$ cat src/rtl/bank_reader.sv
// ---------------------------------------------------------------------------
// bank_reader
//   Turns a (start address, length, mux code) command into a run of
//   single-cycle bank reads. The read data is streamed out through a
//   valid/ready handshake. A 2-entry skid FIFO with credit-based issue
//   allows the stream to run at 1 word/cycle, and the FIFO cannot overflow
//   whatever the consumer does.
//
// Parameters
//   W : data word width
//   A : bank address width
//
// Ports
//   clk, rst             : clock, synchronous active-high reset
//   cmd_valid/cmd_ready  : command handshake (ready only when idle)
//   cmd_addr, cmd_len    : start word address, word count (0..2^A)
//   cmd_mux              : bank read mux code for the whole command
//   cmd_stride           : address increment (only with BANK_READER_STRIDE_EN)
//   rd_en, rd_addr       : bank read strobe and address
//   rd_muxcode           : latched mux code while busy, 0 when idle
//   rd_word              : bank data, valid one cycle after rd_en
//   out_valid/out_ready  : output stream handshake
//   out_data, out_last   : stream word and end-of-command marker
//   busy                 : high whenever not idle
//
// Configuration macro
//   BANK_READER_STRIDE_EN : adds cmd_stride. When it is not defined, the
//                           stride is fixed at 1.
// ---------------------------------------------------------------------------
module bank_reader #(
    parameter int W = 64,
    parameter int A = 10
) (
    input  logic         clk,
    input  logic         rst,
    input  logic         cmd_valid,
    output logic         cmd_ready,
    input  logic [A-1:0] cmd_addr,
    input  logic [A:0]   cmd_len,
    input  logic [1:0]   cmd_mux,
`ifdef BANK_READER_STRIDE_EN
    input  logic [A-1:0] cmd_stride,
`endif
    output logic         rd_en,
    output logic [A-1:0] rd_addr,
    output logic [1:0]   rd_muxcode,
    input  logic [W-1:0] rd_word,
    output logic         out_valid,
    input  logic         out_ready,
    output logic [W-1:0] out_data,
    output logic         out_last,
    output logic         busy
);

    localparam logic [1:0] ST_IDLE  = 2'd0;
    localparam logic [1:0] ST_RUN   = 2'd1;
    localparam logic [1:0] ST_DRAIN = 2'd2;
    localparam logic [A:0] LEN_ONE  = (A+1)'(1);

    logic [1:0]   state_q, state_d;
    logic [A-1:0] addr_q, addr_d;
    logic [A:0]   rem_q, rem_d;
    logic [1:0]   mux_q, mux_d;
    logic [A-1:0] stride;
    logic         inflight_q, inflight_d;
    logic         inflight_last_q, inflight_last_d;
    logic [1:0]   count_q, count_d;
    logic         wr_ptr_q, wr_ptr_d;
    logic         rd_ptr_q, rd_ptr_d;
    logic [W-1:0] entry_data [2];
    logic [1:0]   entry_last;
    logic         push, pop, issue, credit, last_issue;
    logic [2:0]   occupancy;

`ifdef BANK_READER_STRIDE_EN
    logic [A-1:0] stride_q, stride_d;
    assign stride = stride_q;
`else
    assign stride = A'(1);
`endif

    // Handshake and credit. Occupancy counts the words stored plus the one
    // read still in flight. A word that leaves this cycle frees its slot at
    // once, so with out_ready held high the block can issue every cycle.
    assign out_valid  = (count_q != 2'd0);
    assign pop        = out_valid & out_ready;
    assign push       = inflight_q;
    assign occupancy  = {1'b0, count_q} + {2'b00, inflight_q};
    assign credit     = (occupancy - {2'b00, pop}) < 3'd2;
    assign issue      = (state_q == ST_RUN) && credit;
    assign last_issue = issue && (rem_q == LEN_ONE);

    assign cmd_ready  = (state_q == ST_IDLE);
    assign busy       = (state_q != ST_IDLE);
    assign rd_en      = issue;
    assign rd_addr    = addr_q;
    assign rd_muxcode = busy ? mux_q : 2'b00;
    assign out_data   = out_valid ? entry_data[rd_ptr_q] : '0;
    assign out_last   = out_valid & entry_last[rd_ptr_q];

    always_comb begin
        state_d = state_q;
        addr_d  = addr_q;
        rem_d   = rem_q;
        mux_d   = mux_q;
`ifdef BANK_READER_STRIDE_EN
        stride_d = stride_q;
`endif
        case (state_q)
            ST_IDLE: begin
                if (cmd_valid) begin
                    addr_d = cmd_addr;
                    rem_d  = cmd_len;
                    mux_d  = cmd_mux;
`ifdef BANK_READER_STRIDE_EN
                    stride_d = cmd_stride;
`endif
                    // An empty command is accepted and dropped.
                    if (cmd_len != '0) begin
                        state_d = ST_RUN;
                    end
                end
            end
            ST_RUN: begin
                if (issue) begin
                    addr_d = addr_q + stride;
                    rem_d  = rem_q - LEN_ONE;
                    if (rem_q == LEN_ONE) begin
                        state_d = ST_DRAIN;
                    end
                end
            end
            ST_DRAIN: begin
                // Only the final word carries last, so when it transfers
                // nothing is in flight and the FIFO becomes empty.
                if (pop && out_last) begin
                    state_d = ST_IDLE;
                end
            end
            default: state_d = ST_IDLE;
        endcase
    end

    always_comb begin
        inflight_d      = issue;
        inflight_last_d = last_issue;
        wr_ptr_d        = wr_ptr_q ^ push;
        rd_ptr_d        = rd_ptr_q ^ pop;
        count_d         = count_q;
        case ({push, pop})
            2'b10:   count_d = count_q + 2'd1;
            2'b01:   count_d = count_q - 2'd1;
            default: count_d = count_q;
        endcase
    end

    // FIFO storage: each entry is written when a returning read targets it.
    generate
        for (genvar gi = 0; gi < 2; gi++) begin : g_fifo_entry
            logic [W-1:0] data_q, data_d;
            logic         last_q, last_d;

            always_comb begin
                data_d = data_q;
                last_d = last_q;
                if (push && (wr_ptr_q == 1'(gi))) begin
                    data_d = rd_word;
                    last_d = inflight_last_q;
                end
            end

            always_ff @(posedge clk) begin
                if (rst) begin
                    data_q <= '0;
                    last_q <= 1'b0;
                end else begin
                    data_q <= data_d;
                    last_q <= last_d;
                end
            end

            assign entry_data[gi] = data_q;
            assign entry_last[gi] = last_q;
        end
    endgenerate

    // Clearing inflight on reset discards any read outstanding at reset.
    always_ff @(posedge clk) begin
        if (rst) begin
            state_q         <= ST_IDLE;
            addr_q          <= '0;
            rem_q           <= '0;
            mux_q           <= 2'b00;
            inflight_q      <= 1'b0;
            inflight_last_q <= 1'b0;
            count_q         <= 2'd0;
            wr_ptr_q        <= 1'b0;
            rd_ptr_q        <= 1'b0;
        end else begin
            state_q         <= state_d;
            addr_q          <= addr_d;
            rem_q           <= rem_d;
            mux_q           <= mux_d;
            inflight_q      <= inflight_d;
            inflight_last_q <= inflight_last_d;
            count_q         <= count_d;
            wr_ptr_q        <= wr_ptr_d;
            rd_ptr_q        <= rd_ptr_d;
        end
    end

`ifdef BANK_READER_STRIDE_EN
    always_ff @(posedge clk) begin
        if (rst) begin
            stride_q <= '0;
        end else begin
            stride_q <= stride_d;
        end
    end
`endif

endmodule

$ cat config.mk
export PLATFORM = sky130hd
export DESIGN_NAME = bank_reader
export DESIGN_NICKNAME = d
export VERILOG_FILES = /design/src/rtl/bank_reader.sv
export SDC_FILE = /design/constraint.sdc
export NUM_CORES = 1
export LEC_CHECK = 0
export CORE_ASPECT_RATIO = 1.4
export CORE_UTILIZATION = 40
export CTS_BUF_LIST = sky130_fd_sc_hd__clkbuf_8 sky130_fd_sc_hd__clkbuf_16
export CTS_CLUSTER_SIZE = 28
export DETAILED_ROUTE_END_ITERATION = 12
export PLACE_DENSITY = 0.66
export SLEW_MARGIN = 20
export SYNTH_ARGS = -nofsm -noshare
export SYNTH_HDL_FRONTEND = slang
export SYNTH_SLANG_ARGS = --single-unit
export TNS_END_PERCENT = 100
$ cat constraint.sdc
create_clock -name clk -period 4.6 [get_ports clk]
set_clock_uncertainty 0.2 [all_clocks]
set_input_delay 0.46 -clock clk [delete_from_list [all_inputs] [get_ports clk]]
set_output_delay 0.46 -clock clk [all_outputs]
set_load 0.02 [all_outputs]
After elaboration in Yosys (flattened, before gate mapping)
Cells that the tools add are included.
{ "totals": {"register_bits": 161, "elab_cells": 72} }
{ "op_classes": {"n_addsub": 6, "order_cmp": 3, "eq_ne": 10, "mux": 20, "bitwise": 6, "n_reduce_logical": 14} }
{ "ops": {"columns": ["cell", "n"], "rows": [
  ["2-to-1 mux 64 bit", 4],
  ["2-to-1 mux 11 bit", 2],
  ["case mux 11 bit (2 select lines)", 1],
  ["2-to-1 mux 10 bit", 2],
  ["case mux 10 bit (2 select lines)", 1],
  ["2-to-1 mux 2 bit", 6],
  ["equality test 11 x 1 -> 1 bit, second input constant", 1],
  ["nonzero test 11 bit", 1],
  ["subtractor 11 x 1 -> 11 bit, second input constant", 1],
  ["adder 10 x 1 -> 10 bit, second input constant", 1],
  ["nonzero test 2 bit", 4],
  ["!= test 2 bit, second input constant", 3],
  ["case mux 2 bit (3 select lines)", 1],
  ["logical AND 1 bit", 5],
  ["AND reduction 5 bit", 1],
  ["equality test 2 x 1 -> 1 bit, second input constant", 2],
  ["equality test 2 bit, second input constant", 2],
  ["!= test 2 x 1 -> 1 bit, second input constant", 2],
  ["case mux 2 bit (2 select lines)", 1],
  ["adder 2 x 1 -> 3 bit", 1],
  ["< comparator 3 x 2 -> 1 bit, second input constant", 1],
  ["AND reduction 3 bit", 1],
  ["subtractor 3 x 1 -> 3 bit", 1],
  ["adder 2 x 1 -> 2 bit, second input constant", 1],
  ["10 further kinds", 13]
]} }

Logic depth before layout (Yosys ltp)
Gate-level depths: netlist (run 1).
{ "depth": {"ltp_word": 7, "depth_mapped": 10, "depth_no_buf": 8} }

Least setup slack after synthesis (run 1)
No wires, ideal clock.
{ "synth_timing": {"path_type": "register -> register", "startpoint": "register count_q[1]", "endpoint": "register addr_q[2] (netlist: rd_addr[2])", "arrival_time_ns": 2.179, "slack_ns": 2.152, "path_stages_with_launch": 10, "path_cell_list": "dfxtp_1 -> nand2_1 -> mux2i_1 -> nand2_1 -> fa_1 -> xnor2_2 -> a32oi_4 -> buf_6 -> o21ai_2 -> a21oi_2"} }
{ "synth_between": {"elab_chain_cells": 7, "elab_cells_between_ends": 8, "classes_between": "2 x add/sub; 1 x order compare; 1 x eq/ne; 1 x bitwise; 3 x reduce/logical"} }
{ "synth_lines": {"columns": ["element", "line", "text"], "rows": [
  ["start, declared", "67", "logic [1:0] count_q, count_d;"],
  ["start signal, assigned", "206", "count_q <= count_d;"],
  ["parallel branches: the longest is 2 deep, another holds adder 2 x 1 -> 3 bit", null, null],
  ["subtractor 3 x 1 -> 3 bit *", "89", "assign credit = (occupancy - {2'b00, pop}) < 3'd2;"],
  ["< comparator 3 x 2 -> 1 bit *", "89", null],
  ["logical AND 1 bit *", "90", "assign issue = (state_q == ST_RUN) && credit;"],
  ["!= test 2 bit (no line) *", null, null],
  ["AND reduction 3 bit (no line) *", null, null],
  ["end signal, assigned", "201", "addr_q <= addr_d;"],
  ["end, declared", "61", "logic [A-1:0] addr_q, addr_d;"]
]} }
Every way passes the cells marked *.
A chain may end at the register's enable or synchronous reset.

Worst setup path in the final report (run 1)
{ "layout_timing": {"startpoint": "input port out_ready", "endpoint": "output port rd_en"} }
{ "layout_between": {"elab_chain_cells": 4} }
{ "layout_lines": {"columns": ["element", "line", "text"], "rows": [
  ["start, declared", "49", "input logic out_ready,"],
  ["bitwise AND 1 bit", "86", "assign pop = out_valid & out_ready;"],
  ["subtractor 3 x 1 -> 3 bit", "89", null],
  ["< comparator 3 x 2 -> 1 bit", "89", null],
  ["logical AND 1 bit", "90", null],
  ["end, declared", "44", "output logic rd_en,"]
]} }
Every way passes these cells.

==> results.sh, run 1 <==
export IMPL_status="complete, no violations"
export IMPL_synth_area_leaders="dfxtp_1, mux2i_1, nor2_1"
export IMPL_cp_arrival_ps=2940
export IMPL_pin_count=172
export IMPL_finalNetCount=1046
export IMPL_insertion_delay_ps=420
export IMPL_die_y_um=163
export IMPL_synth_fa_ha_area_frac=0.0111
export IMPL_synth_cells=809
export IMPL_ys_ff_latch=161
export IMPL_area_growth_pct=32.9
export IMPL_ant_nets=0
export IMPL_grt_pass1_wl_mm=28.5
export IMPL_hold_violations=0
export IMPL_portBuffers=171
export IMPL_cts_hold_buffers=0
export IMPL_dpl_worst_slack_ps=991
export IMPL_synth_top_area_share=0.434
export IMPL_synth_top_family_by_area="multiplexers"
export IMPL_grtUsageMet2=0.329
export IMPL_p_total_w=0.00333
export IMPL_tritoncts="yes"
export IMPL_grt_start_max_net_pins=86
export IMPL_numCtsBuffers=17
export IMPL_end_kind="primary output"
export IMPL_chipWidth_um=117
export IMPL_synth_avg_cell_area_um2=9.19
export IMPL_drive_gt1_frac=0.0738
export IMPL_yosys_area_top_type="dfxtp_1"
export IMPL_wl_mm=17.7
export IMPL_synth_ff_type="dfxtp_1"
export IMPL_clock_sinks=161
export IMPL_syn_cell_area_um2=7430
export IMPL_die_area_um2=19100
export IMPL_setup_violations=0
export IMPL_clk_path_buf_depth=2
export IMPL_yosysSeqAreaShare=0.434
export IMPL_hpwl_mm=11.6
export IMPL_final_setup_tns_ps=0
export IMPL_leakage_nw=3.20
export IMPL_relSlewSlack=0.330
export IMPL_num_rows=58
export IMPL_drv_cap=0
export IMPL_p_per_area_nw_per_um2=337
export IMPL_grt_pass1_vias=5850
export IMPL_fin_crit_sh=0.782
export IMPL_routabilityCongestion=0.816
export IMPL_worstPathRequired_ps=3940
export IMPL_yosys_mux_area_fraction=0.264
export IMPL_synth_cell_types=53
export IMPL_cts_max_level=4
export IMPL_slew_violations=0
export IMPL_clock_fmax_mhz=278
export IMPL_use_met3=0.0416
export IMPL_path_clk_slew_ps=60
export IMPL_first_iter_violations=260
export IMPL_max_vdd_ir_drop_uv=179
export IMPL_cts_root_buf="clkbuf_16"
export IMPL_firstDrtPassIters=4
export IMPL_met1_usage=0.228
export IMPL_wl_per_cell_um=14.7
export IMPL_tightest_slew_ps=1000
export IMPL_busiest_layer="met2"
export IMPL_drc=0
export IMPL_groute_usage_overall=0.190
export IMPL_yosys_warnings=0
export IMPL_antenna_found_initial=0
export IMPL_start_kind="primary input"
export IMPL_yosys_area_share_simple=0.170
export IMPL_floorplan_initialDensity=0.411
export IMPL_layout_setup_ws_ps=1000
export IMPL_synth_compound_area_frac=0.0721
export IMPL_vias=6025
export IMPL_cts_setup_buffers=0
export IMPL_synth_edf_count=0
export IMPL_cts_resized=0
export IMPL_min_path_type="flop to flop"
export IMPL_synth_async_sr_flop_share=0
export IMPL_cp_max_fo=4
export IMPL_critPathKind="primary input to primary output"
export IMPL_n_antenna_cell=0
export IMPL_yosys_top_cells_count="nor2_1, mux2i_1, dfxtp_1, clkbuf_1, nand2_1"
export IMPL_grt_overflow_total=0
export IMPL_min_period_ps=3600
export IMPL_rsz0062_at_grt="false"
export IMPL_coreArea_um2=18100
export IMPL_vias_per_cell=5.01
export IMPL_syn_nets=906
export IMPL_synthXorXnorAreaFrac=0.00455
export IMPL_yosysMostFrequentCell="nor2_1"
placed cells by master, fill, tap and decap left out, types with 4 or more instances in the layout:
master / n
clkdlybuf4s50_1: 170
nand3_1: 15
clkbuf_16: 17
a21o_1: 5
nor2b_1: 4
buf_4: 12
nand2_1: 24
a31oi_1: 6
o21ai_2: 6
inv_6: 4
a21oi_2: 9
dfxtp_1: 160
mux2i_1: 196
inv_1: 10
o21ai_1: 15
a21oi_1: 18
nor4_1: 8
nor2_1: 210
and2_1: 6
nor3_1: 10
kinds of logic after synthesis:
logic type / after synthesis
muxes: 196
adders and majority gates: 6
buffers and inverters: 71
DFF: 161
and+or+nand+nor: 297
xor gates and xnor gates: 3
AOI/OAI and AO/OA: 75
per-stage QoR:
step / utilization / instances / instance area, µm² / hold slack (ps)
2_1_floorplan: - / 809 / 7430 / 232
3_3_place_gp: 0.514 / 1170 / 9280 / 240
3_5_place_dp: 0.514 / 1170 / 9280 / 242
4_1_cts: 0.547 / 1202 / 9880 / 251
5_1_grt: 0.547 / 1202 / 9880 / 298
6_report: 0.547 / 1202 / 9880 / 248
worst max-delay path, cell delays in order:
cell,delay (ps)
clkdlybuf4s50_1,540
nand2_1,90
mux2i_1,230
nand2_1,100
fa_1,420
xnor2_2,280
nand3_1,140
inv_1,70
clkdlybuf4s50_1,600
sequential cells by signal, indices dropped and copies added (netlist names), 2 cells and up:
signal / count
state_q: 2
rem_q: 11
g_fifo_entry.last_q: 2
count_q: 2
g_fifo_entry.data_q: 128
rd_addr: 10
mux_q: 2
final cells by class:
type	instances	area, µm²
sequential	161	3230
clock buffer	18	439
multi-input combinational	577	3910
fill	1660	8190
tap	240	300
clock inverter	14	155
inverter	9	33.8
timing repair buffer	183	1810
final timing paths:
| path | depth (start not counted) | slack [ps] | end | start |
|---|---|---|---|---|
| max | 9 | 1000 | rd_en | out_ready |
| min | 2 | 250 | mux_q[1] | mux_q[1] |
| max reg2reg | 9 | 1500 | rd_addr[0] | count_q[1] |
| min reg2reg | 2 | 250 | mux_q[1] | mux_q[1] |
where the power goes:
group          internal (W)  switching [W]
clock              0.000823       0.000595
combinational      0.000206       0.000213
sequential          0.00144      0.0000472
per-layer routing:
layer,up-vias,wire (µm)
met5,-,0
met4,0,249
met3,14,790
met2,136,8860
met1,2830,7800
li1,3045,-
No activity file was read; power rests on OpenSTA's default activity.
==> inputs of run 2 (changes only) <==
Clock period 4.6 ns to 3.35 ns, I/O delays scaled along.
==> run 2 against run 1 <==
Die area did not move; combinational power rose by 40%; sequential power rose by 37%; sequential cell count did not move; critical endpoint unchanged; highest routed layer unchanged.
==> results.sh, run 2 (same netlist as run 1, synthesis figures left out) <==
export IMPL_status="complete, no violations"
export IMPL_holdWs_ps=207
export IMPL_firstDrtPassIters=4
export IMPL_relSlewSlack=0.575
export IMPL_finalInstanceArea_um2=10000
export IMPL_hold_violations=0
export IMPL_drive_gt1_frac=0.0826
export IMPL_mostFrequentLayoutCells="nor2_1, mux2i_1, clkdlybuf4s50_1, dfxtp_1, nand2_1"
export IMPL_cp_arrival_ps=2630
export IMPL_area_growth_pct=34.6
export IMPL_end_kind="primary output"
export IMPL_setup_violations=0
export IMPL_chipWidth_um=117
export IMPL_p_total_w=0.00470
export IMPL_wl_mm=17.7
export IMPL_path_clk_slew_ps=60
export IMPL_antenna_found_initial=0
export IMPL_vias=6125
export IMPL_rsz0062_at_grt="false"
export IMPL_fin_crit_sh=0.944
export IMPL_grt_pass1_vias=5942
export IMPL_min_path_type="primary input to flop"
export IMPL_cts_max_level=4
export IMPL_fin_cells=1209
export IMPL_floorplan_initialDensity=0.411
export IMPL_tightest_slew_ps=632
export IMPL_final_setup_tns_ps=0
export IMPL_power_switching_share=0.250
export IMPL_min_period_ps=3160
export IMPL_placed_cell_area_um2=9370
export IMPL_combPwrFrac=0.125
export IMPL_grt_overflow_total=0
export IMPL_die_y_um=163
export IMPL_die_area_um2=19100
export IMPL_grt_start_max_net_pins=80
export IMPL_finalNetCount=1053
export IMPL_clock_sinks=161
export IMPL_clockPowerShare=0.441
export IMPL_num_rows=58
export IMPL_drv_cap=0
export IMPL_pin_count=172
export IMPL_wl_per_cell_um=14.6
export IMPL_largest_reg_flops=128
export IMPL_cp_max_fo=4
export IMPL_cts_hold_buffers=0
export IMPL_internal_power_w=0.00352
export IMPL_clk_path_buf_depth=2
export IMPL_n_antenna_cell=0
export IMPL_leakage_nw=3.25
export IMPL_slew_violations=0
export IMPL_fill_cells=1657
export IMPL_ant_nets=0
export IMPL_final_common_cell="nor2_1"
export IMPL_p_per_area_nw_per_um2=470
export IMPL_dp_cells=1177
export IMPL_routabilityCongestion=0.831
export IMPL_cts_root_buf="clkbuf_16"
export IMPL_seqPwrFrac=0.434
export IMPL_tritoncts="yes"
export IMPL_first_iter_violations=244
export IMPL_portBuffers=171
export IMPL_worstPathRequired_ps=2810
export IMPL_insertion_delay_ps=430
export IMPL_largest_register="g_fifo_entry.data_q"
export IMPL_clock_fmax_mhz=316
export IMPL_grt_pass1_wl_mm=28.4
export IMPL_numCtsBuffers=17
export IMPL_drc=0
export IMPL_netSwitchingPower_w=0.00118
export IMPL_hpwl_mm=11.9
export IMPL_vias_per_cell=5.07
export IMPL_start_kind="flop"
export IMPL_groute_usage_overall=0.189
export IMPL_coreArea_um2=18100
export IMPL_critPathKind="flop to primary output"
export IMPL_max_vdd_ir_drop_uv=251
-- run 2: changes by cell type in the layout (fill, tap and decap cells not counted), sizes merged --
cell      before  now
buf           13   20
bufinv         2    4
clkbuf        18   17
clkinv         3    2
clkinvlp       3    4
inv           15   14
-- run 2: power groups by stage --
stage | registers, W | logic [W] | clock network [W]
2_1_floorplan | 0.00207 | 0.000358 | 0
3_3_place_gp | 0.00208 | 0.000587 | 0
3_5_place_dp | 0.00208 | 0.000590 | 0
4_1_cts | 0.00204 | 0.000593 | 0.00212
5_1_grt | 0.00205 | 0.000640 | 0.00219
6_report | 0.00204 | 0.000587 | 0.00207
-- run 2: metal layers --
metal,wire length [µm],share of wire,GRT usage
met3,816,0.046,0.0453
met5,0,0,0
met2,8830,0.50,0.328
met1,7630,0.43,0.218
met4,424,0.024,0.0834
-- run 2: stage by stage --
step                utilization  setup WS, ps
global route              0.554          37.3
finish                    0.554           187
floorplan                     -           902
global placement          0.519           185
CTS                       0.554           133
detailed placement        0.519           142
-- run 2: timing repair --
action	4_1_cts	5_1_grt
buffers inserted	0	0
cloned	0	0
setup endpoints to repair	1	1
pin swaps	0	0
gates resized for setup	1	1
endpoints found under the hold margin	0	0
-- run 2: area by class of cell --
class | count | area, µm² | area share
clock buffers | 17 | 425 | 0.0425
clock inverters | 15 | 204 | 0.0204
inverters | 9 | 33.8 | 0.00338
multi-input cells | 577 | 3910 | 0.391
flip-flops and latches | 161 | 3230 | 0.323
well taps | 240 | 300 | 0.0300
repair buffers | 190 | 1900 | 0.190
-- run 2: path summary, 6_finish.rpt --
kind              startpoint  slack, ps          to  cells after the start
setup / recovery  count_q[0]        190       rd_en                      8
hold / removal           rst        210    wr_ptr_q                      2
setup reg to reg  count_q[0]        600  rd_addr[8]                     10
hold reg to reg     mux_q[1]        250    mux_q[1]                      2
-- run 2: critical path: stages, from the launching register on --
cell             delay (ps)
dfxtp_1                 410
inv_1                   100
mux2i_1                 230
nand2_1                 100
fa_1                    420
xnor2_2                 170
nand3_1                 110
inv_1                    60
clkdlybuf4s50_1         600
